==> src/rtl/led_mode_ctrl_pkg.sv <==
// Shared definitions for the LED mode controller: mode codes, FSM state
// encoding and a counter-width helper used to size the cycle counters.
package led_mode_ctrl_pkg;

  // Mux select codes driven onto o_sel; 2'b11 is never produced.
  localparam logic [1:0] MODE_SHIFT  = 2'b00;
  localparam logic [1:0] MODE_FLASH  = 2'b01;
  localparam logic [1:0] MODE_SHIFT2 = 2'b10;

  // Controller FSM encoding.
  localparam logic [0:0] ST_RUN   = 1'b0;
  localparam logic [0:0] ST_BLANK = 1'b1;

  // Bits needed for a counter running 0..n-1 (minimum one bit).
  function automatic int unsigned cnt_width(input int unsigned n);
    return (n < 2) ? 1 : $clog2(n);
  endfunction

  // Mode rotation: shift -> flash -> shift2 -> shift.
  function automatic logic [1:0] next_mode(input logic [1:0] mode);
    logic [1:0] nxt;
    case (mode)
      MODE_SHIFT: nxt = MODE_FLASH;
      MODE_FLASH: nxt = MODE_SHIFT2;
      default:    nxt = MODE_SHIFT;
    endcase
    return nxt;
  endfunction

endpackage

==> src/rtl/led_mode_ctrl_btn_debouncer.sv <==
// btn_debouncer: synchronizes the raw pushbutton, accepts a level change only
// after DEBOUNCE_CYCLES consecutive disagreeing samples, and emits a one-cycle
// press pulse on the accepted rising edge (release produces nothing).
// Ports:
//   i_clock  system clock
//   i_reset  asynchronous active-high reset
//   i_btn    raw, bouncing, asynchronous button level
//   o_press  registered one-cycle pulse per accepted press
module btn_debouncer
  import led_mode_ctrl_pkg::*;
#(
  parameter int unsigned DEBOUNCE_CYCLES = 500000
) (
  input  logic i_clock,
  input  logic i_reset,
  input  logic i_btn,
  output logic o_press
);

  localparam int unsigned   DB_W    = cnt_width(DEBOUNCE_CYCLES);
  localparam logic [DB_W-1:0] DB_LAST = DB_W'(DEBOUNCE_CYCLES - 1);

  logic            r_sync1;
  logic            r_sync2;
  logic            r_level;
  logic [DB_W-1:0] r_cnt;
  logic            r_press;

  logic w_mismatch;
  logic w_flip;

  // The flip happens on the DEBOUNCE_CYCLES-th consecutive mismatch.
  assign w_mismatch = r_sync2 ^ r_level;
  assign w_flip     = w_mismatch && (r_cnt == DB_LAST);

  // Two-flop synchronizer into the clock domain.
  always_ff @(posedge i_clock or posedge i_reset) begin
    if (i_reset) begin
      r_sync1 <= 1'b0;
      r_sync2 <= 1'b0;
    end else begin
      r_sync1 <= i_btn;
      r_sync2 <= r_sync1;
    end
  end

  // Stability counter, debounced level and rising-edge pulse.
  always_ff @(posedge i_clock or posedge i_reset) begin
    if (i_reset) begin
      r_cnt   <= '0;
      r_level <= 1'b0;
      r_press <= 1'b0;
    end else begin
      r_press <= w_flip & ~r_level;
      if (!w_mismatch || w_flip) begin
        r_cnt <= '0;
      end else begin
        r_cnt <= r_cnt + DB_W'(1);
      end
      if (w_flip) begin
        r_level <= ~r_level;
      end
    end
  end

  assign o_press = r_press;

endmodule

==> src/rtl/led_mode_ctrl.sv <==
// led_mode_ctrl: turns debounced button presses and an optional auto-advance
// timer into mode advances for the LED output mux, blanking the LEDs for a
// fixed time after every switch.
// Ports:
//   i_clock     system clock
//   i_reset     asynchronous active-high reset
//   i_btn       raw pushbutton (bouncing, asynchronous)
//   i_auto_en   enables timer-driven auto advance
//   o_sel       mux select (00 shift, 01 flash, 10 shift2)
//   o_blank     forces LEDs off while high
//   o_advance   one-cycle pulse coincident with each o_sel change
//   o_mode_led  toggles on every advance
module led_mode_ctrl
  import led_mode_ctrl_pkg::*;
#(
  parameter int unsigned DEBOUNCE_CYCLES = 500000,
  parameter int unsigned AUTO_PERIOD     = 50000000,
  parameter int unsigned BLANK_CYCLES    = 1000000
) (
  input  logic       i_clock,
  input  logic       i_reset,
  input  logic       i_btn,
  input  logic       i_auto_en,
  output logic [1:0] o_sel,
  output logic       o_blank,
  output logic       o_advance,
  output logic       o_mode_led
);

  localparam int unsigned        AUTO_W     = cnt_width(AUTO_PERIOD);
  localparam int unsigned        BLANK_W    = cnt_width(BLANK_CYCLES);
  localparam logic [AUTO_W-1:0]  AUTO_LAST  = AUTO_W'(AUTO_PERIOD - 1);
  localparam logic [BLANK_W-1:0] BLANK_LAST = BLANK_W'(BLANK_CYCLES - 1);

  logic [0:0]         r_state;
  logic [1:0]         r_sel;
  logic               r_blank;
  logic               r_advance;
  logic               r_mode_led;
  logic [AUTO_W-1:0]  r_auto_cnt;
  logic [BLANK_W-1:0] r_blank_cnt;

  logic [0:0]         w_state_nxt;
  logic [1:0]         w_sel_nxt;
  logic               w_blank_nxt;
  logic               w_advance_nxt;
  logic               w_mode_led_nxt;
  logic [AUTO_W-1:0]  w_auto_cnt_nxt;
  logic [BLANK_W-1:0] w_blank_cnt_nxt;

  logic w_press;
  logic w_expire;

  btn_debouncer #(
    .DEBOUNCE_CYCLES(DEBOUNCE_CYCLES)
  ) u_btn_debouncer (
    .i_clock (i_clock),
    .i_reset (i_reset),
    .i_btn   (i_btn),
    .o_press (w_press)
  );

  // Timer expiry only counts while auto mode is enabled.
  assign w_expire = i_auto_en && (r_auto_cnt == AUTO_LAST);

  // State and output registers.
  always_ff @(posedge i_clock or posedge i_reset) begin
    if (i_reset) begin
      r_state     <= ST_RUN;
      r_sel       <= MODE_SHIFT;
      r_blank     <= 1'b0;
      r_advance   <= 1'b0;
      r_mode_led  <= 1'b0;
      r_auto_cnt  <= '0;
      r_blank_cnt <= '0;
    end else begin
      r_state     <= w_state_nxt;
      r_sel       <= w_sel_nxt;
      r_blank     <= w_blank_nxt;
      r_advance   <= w_advance_nxt;
      r_mode_led  <= w_mode_led_nxt;
      r_auto_cnt  <= w_auto_cnt_nxt;
      r_blank_cnt <= w_blank_cnt_nxt;
    end
  end

  // Next-state and next-output logic.
  always_comb begin
    w_state_nxt     = r_state;
    w_sel_nxt       = r_sel;
    w_blank_nxt     = r_blank;
    w_advance_nxt   = 1'b0;
    w_mode_led_nxt  = r_mode_led;
    w_auto_cnt_nxt  = r_auto_cnt;
    w_blank_cnt_nxt = r_blank_cnt;

    case (r_state)
      ST_RUN: begin
        // A press coinciding with expiry still yields a single advance.
        if (w_press || w_expire) begin
          w_state_nxt     = ST_BLANK;
          w_sel_nxt       = next_mode(r_sel);
          w_advance_nxt   = 1'b1;
          w_mode_led_nxt  = ~r_mode_led;
          w_blank_nxt     = 1'b1;
          w_auto_cnt_nxt  = '0;
          w_blank_cnt_nxt = '0;
        end else if (i_auto_en) begin
          w_auto_cnt_nxt = r_auto_cnt + AUTO_W'(1);
        end else begin
          w_auto_cnt_nxt = '0;
        end
      end

      ST_BLANK: begin
        // Presses arriving here are dropped, not queued.
        w_auto_cnt_nxt = '0;
        if (r_blank_cnt == BLANK_LAST) begin
          w_state_nxt     = ST_RUN;
          w_blank_nxt     = 1'b0;
          w_blank_cnt_nxt = '0;
        end else begin
          w_blank_cnt_nxt = r_blank_cnt + BLANK_W'(1);
        end
      end

      default: begin
        w_state_nxt = ST_RUN;
      end
    endcase
  end

  assign o_sel      = r_sel;
  assign o_blank    = r_blank;
  assign o_advance  = r_advance;
  assign o_mode_led = r_mode_led;

endmodule

==> config.mk <==
export PLATFORM = sky130hd
export DESIGN_NAME = led_mode_ctrl
export DESIGN_NICKNAME = d
export VERILOG_FILES = /design/src/rtl/led_mode_ctrl_pkg.sv /design/src/rtl/led_mode_ctrl_btn_debouncer.sv /design/src/rtl/led_mode_ctrl.sv
export SDC_FILE = /design/constraint.sdc
export NUM_CORES = 1
export LEC_CHECK = 0
export CAP_MARGIN = 10
export CORE_MARGIN = 5
export CORE_UTILIZATION = 61
export CTS_CLUSTER_DIAMETER = 60
export DETAILED_ROUTE_END_ITERATION = 16
export GPL_TIMING_DRIVEN = 0
export PLACE_DENSITY = 0.79
export SLEW_MARGIN = 20
export SYNTH_ARGS = -nofsm -noshare
export SYNTH_HDL_FRONTEND = slang
export SYNTH_SLANG_ARGS = --single-unit
==> constraint.sdc <==
create_clock -name i_clock -period 3 [get_ports i_clock]
set_clock_uncertainty 0.2 [all_clocks]
set_input_delay 0.6 -clock i_clock [delete_from_list [all_inputs] [get_ports i_clock]]
set_output_delay 0.6 -clock i_clock [all_outputs]
set_load 0.1 [all_outputs]
Word-level counts from Yosys, hierarchy flattened. Index checks and enable logic that the tools add are counted.

Memories kept: 0. Bits of input ports: 4. Flip-flop bits (word level): 75. Bits in writable memories: 0. Logic and storage cells: 49. Latch bits: 0. ROM bits: 0. Output and inout port bits: 5.

Equal/unequal tests: 6. Muxes and demuxes: 15. $lt $le $gt $ge: 0. Bitwise gates (word level): 5. Divide/modulo/power cells: 0. $mul: 0. Shift-type cells: 0. Add/subtract/negate cells: 3. Reductions and logical operators: 8.

Operators with widths (number): $mux W26 (2); $pmux W26 S2 (1); $mux W20 (2); $pmux W20 S2 (1); $add A26 B1 Y26 const B (1); $eq A26 B26 Y1 const B (1); $add A20 B1 Y20 const B (1); $eq A20 B20 Y1 const B (1); $add A19 B1 Y19 const B (1); $eq A19 B19 Y1 const B (1); $mux W19 (1); $mux W1 (5); $pmux W1 S2 (2); $pmux W2 S2 (1); $reduce_and A2 Y1 (2); $not A1 Y1 (3); $eq A2 B1 Y1 const B (1); $logic_and A1 B1 Y1 (2); $logic_not A2 Y1 (1); $logic_or A1 B1 Y1 (2); $ne A2 B1 Y1 const B (1); $ne A2 B2 Y1 const B (1); $and A1 B1 Y1 (1); $logic_not A1 Y1 (1); $xor A1 B1 Y1 (1).

Depth between registers and ports, before layout.
Word-level depth: 5. Mapped depth: 7. Depth with buffers taken out: 6.

Modules after synthesis. A second synthesis with hierarchy kept.

Cells, all modules: 384. Area, all modules: 3831.2 um^2.

By module, submodules not included: led_mode_ctrl (seq. area each 1301.2 um^2, cells an instance 276, times used 1, area an instance 2725.1 um^2); btn_debouncer (seq. area each 575.6 um^2, cells an instance 108, times used 1, area an instance 1106.1 um^2).

Least setup slack after synthesis. No wires, ideal clock.

Kind: input port to flip-flop. From: input i_auto_en. To: register r_sel[0], in the netlist o_sel[0]. Slack: 0.765 ns. Library setup time: 0.126 ns. Stages: 6. Path buffers: 1. Arrival: 1.910 ns. Data required time: 2.674 ns. Cells stage by stage: nor4b_1 nand4_1 o41a_1 buf_6 or2_4 mux2_4.

Cells in the longest elaborated chain, start to end: 3.

Ends and longest elaborated chain: start, declared (RTL line led_mode_ctrl.sv:23) `input logic i_auto_en,`; $logic_and A1 B1 Y1 (RTL line led_mode_ctrl.sv:64) `assign w_expire = i_auto_en && (r_auto_cnt == AUTO_LAST);`; $logic_or A1 B1 Y1 (RTL line led_mode_ctrl.sv:100) `if (w_press || w_expire) begin`; $reduce_and A2 Y1 (no source line); end signal, assigned (RTL line led_mode_ctrl.sv:78) `r_sel <= w_sel_nxt;`; end, declared (RTL line led_mode_ctrl.sv:36) `logic [1:0] r_sel;`.

No other way between the ends. A chain may end at the register's enable or synchronous reset.

Worst setup path after layout.
From: register r_blank_cnt[0]. To: register r_blank_cnt[9].

Cells in the longest elaborated chain, start to end: 3. Elaborated cells between the ends (all ways): 4. Those cells by class: add/sub: 1; eq/ne: 1; mux: 2.

Ends and longest elaborated chain: start, declared (RTL line led_mode_ctrl.sv:41) `logic [BLANK_W-1:0] r_blank_cnt;`; start signal, assigned (RTL line led_mode_ctrl.sv:83) `r_blank_cnt <= w_blank_cnt_nxt;`; $add A20 B1 Y20 or $eq A20 B20 Y1 (tied branches) (RTL line led_mode_ctrl.sv:123, led_mode_ctrl.sv:118); $mux W20 * (RTL line led_mode_ctrl.sv:118) `if (r_blank_cnt == BLANK_LAST) begin`; $pmux W20 S2 * (RTL line led_mode_ctrl.sv:97) `case (r_state)`.

Every way passes the cells marked *; elsewhere a longest branch is shown, timed or not.

==> results_dict.tcl <==
set metrics [dict create \
    status "finished clean" \
    cp_slowest_stage_delay_ns 0.64 \
    wl_mm 7.609 \
    grtUsageTotal_pct 22.24 \
    synth_most_common_cell "dfrtp_1" \
    multiInputGateArea_um2 1762 \
    cts_root_buf "clkbuf_8" \
    syn_inst 382 \
    synth.top_cell.area_share_pct 50.23 \
    synth_top_area_cell "dfrtp_1" \
    clock-sinks 75 \
    critPathMaxFanout 10 \
    antenna_cells 0 \
    critPathLaunchType "flip-flop" \
    p_per_area_nw_per_um2 417.8 \
    port_buffers 8 \
    ir_drop_mv 0.3411 \
    synthArstFlopShare_pct 100.0 \
    clkTransAtPathRegs_ns 0.07 \
    fin_nets 410 \
    r2r_start "r_blank_cnt[0]" \
    holdPathStages 0 \
    p_leak_nw 1.727 \
    min_to "u_btn_debouncer.r_sync2" \
    ys_ff_latch 75 \
    drive_gt1_share_pct 6.436 \
    cts_tree "done" \
    remaining_drc_errors 0 \
    vias 2887 \
    grt_pass1_wl_mm 13.41 \
    syn2layout_area_growth_pct 9.444 \
    required_ns 3.03 \
    fp.dieH_um 88.26 \
    final_core_util_pct 68.66 \
    antenna_found_initial 0 \
    reg2reg_slack_ns 0.31 \
    synth_fp_nets 390 \
    timing.rr.end "r_blank_cnt[9]" \
    worstHoldPathType "flip-flop to flip-flop" \
    synth_cell_types 45 \
    clk_path_buf_depth 2 \
    dpl.cell_count 466 \
    fillers 475 \
    yosys-top-cells-count "dfrtp_1 (75), nor2_1 (58), nand3_1 (31)" \
    worst-endpoint-arrival_ns 2.72 \
    dieArea_um2 7790 \
    cts-htree-levels 3 \
    grt_overflow_total 0 \
    worst_setup_path_end_kind "flip-flop" \
    gp_congestion 0.7857 \
    maxSlewViolCount 0 \
    finalPower_mw 1.708 \
    setup_viol 0 \
    final.period_utilization_pct 89.81 \
    relSlewSlack_pct 29.01 \
    pin_count 9 \
    wl_per_cell_um 15.89 \
    postCtsHoldBufs 0 \
    cp_cell_sequence "ha_1 > nand3_1 > or3_1 > o21ai_1 > nor3_1 > a211o_1" \
    first_iter_violations 168 \
    fin_cells 479 \
    post_cts_buffers 0 \
    tightest_slew_ns 1.055 \
    start_util_pct 62.73 \
    syn_area_um2 3736 \
    place_hpwl_mm 5.282 \
    hp-start "u_btn_debouncer.r_sync1" \
    regArea_um2 1877 \
    yosysWarnings 0 \
    maxCapViolations 0 \
    synth_ff_type "dfrtp_1" \
    std_cell_rows 28 \
    synth_area_leaders "dfrtp_1 (50%), xor2_1 (6.1%), nor2_1 (5.8%)" \
    cts_inserted_buffers 9 \
    synth_edf_count 0 \
    grt_max_degree 54 \
    clk_latency_ns 0.35 \
    synth.yosys.seq_area_share_pct 50.23 \
    rr_worst_depth 6 \
    die_w_um 88.26 \
    whs_ns 0.1520 \
    cts_resized 0 \
    max_freq_ghz 0.3712 \
    ant_nets 0 \
    slowest_stage "o21ai_1" \
    critical_path_class "flip-flop to flip-flop" \
    synth.avg_cell_area_um2 9.780 \
    dr.pass1.iters 4 \
    finalCriticalPeriod_ns 2.694 \
    viasPerCell 6.027 \
    grt_pass1_vias 2874 \
    rsz0062_at_grt "false" \
    core_um2 5956 \
    hold_violations 0 \
]
[metrics by stage]
| step | instance area [um2] | TNS (ns) | worst slack [ns] |
|---|---|---|---|
| 2_1_floorplan | 3736 | 0 | 0.2900 |
| 5_1_grt | 4089 | 0 | 0.1529 |
| 3_3_place_gp | 3910 | -65.87 | -0.8817 |
| 4_1_cts | 4089 | 0 | 0.2993 |
| 6_report | 4089 | 0 | 0.3058 |
| 3_5_place_dp | 3940 | -0.7405 | -0.05506 |
[metal layers]
metal / wire length [um] / vias up / part of all wire [%] / GRT usage [%]
li1: - / 1389 / - / -
met1: 3509 / 1423 / 46 / 30.02
met3: 336 / 13 / 4.4 / 3.352
met5: 0 / - / 0 / 0
met2: 3642 / 62 / 48 / 36.03
met4: 121 / 0 / 1.6 / 9.478
[placed cells by master, fill, tap and decap left out, drive strengths merged, types with 2 or more instances in the layout]
master	n
nand2b	2
nor2	58
or2	4
inv	10
a22o	5
dfrtp	75
ha	4
nand2	24
nor2b	3
a21o	2
o211ai	2
buf	6
a31oi	2
nor3	12
a211o	4
xnor2	21
nor4	5
nor4b	3
mux2	2
nand4	21
o21ai	9
clkdlybuf4s50	8
nor4bb	2
and4	8
nand3	32
xor2	26
or3	5
or4	2
a21oi	6
and3	14
clkbuf	18
[registers in the layout, summed over array words and instances (netlist names)]
register	flops
o_sel	2
u_btn_debouncer.r_cnt	19
u_btn_debouncer.r_level	1
r_state	1
o_blank	1
u_btn_debouncer.o_press	1
o_advance	1
u_btn_debouncer.r_sync1	1
o_mode_led	1
r_blank_cnt	20
r_auto_cnt	26
u_btn_debouncer.r_sync2	1
[area by class of cell]
class / instances / share of cell area, %
flip-flops and latches: 75 / 45.90
multi-input cells: 286 / 43.08
clock buffers: 13 / 3.641
repair buffers: 9 / 2.632
well taps: 75 / 2.295
plain buffers: 10 / 1.377
inverters: 11 / 1.071
[worst max-delay path: cells and delay by family, from the launching register on]
family | cells | cell delay, ns
fa+ha+maj | 1 | 0.21
flops | 1 | 0.43
compound gates | 2 | 0.93
simple gates | 3 | 0.81
[worst max path at each step]
stage | cells after the start | endpoint | slack, ns | start
2_1_floorplan | 1 | o_advance | 0.29 | i_reset
3_3_place_gp | 2 | r_auto_cnt[15] | -0.88 | i_reset
3_5_place_dp | 8 | r_auto_cnt[24] | -0.06 | i_auto_en
4_1_cts | 1 | o_sel[0] | 0.30 | o_sel[0]
5_1_grt | 6 | r_blank_cnt[17] | 0.15 | r_blank_cnt[0]
6_report | 6 | r_blank_cnt[9] | 0.31 | r_blank_cnt[0]
[cell families after synthesis]
| kind of cell | count (synthesis) | share of synthesized area [%] |
|---|---|---|
| compound gates | 34 | 6.195 |
| fa+ha+maj | 4 | 1.340 |
| simple gates | 198 | 27.63 |
| xor+xnor | 47 | 11.02 |
| mux | 3 | 0.9711 |
| flops | 75 | 50.23 |
| buf+inv | 21 | 2.612 |
[power breakdown]
part	total (mW)	leakage (nW)	switching [mW]	internal, mW
sequential	1.02	0.974	0.00415	1.02
combinational	0.0416	0.677	0.0291	0.0125
clock	0.647	0.0754	0.336	0.311
total	1.71	1.73	0.370	1.34
No activity file was read; power rests on OpenSTA's default activity.
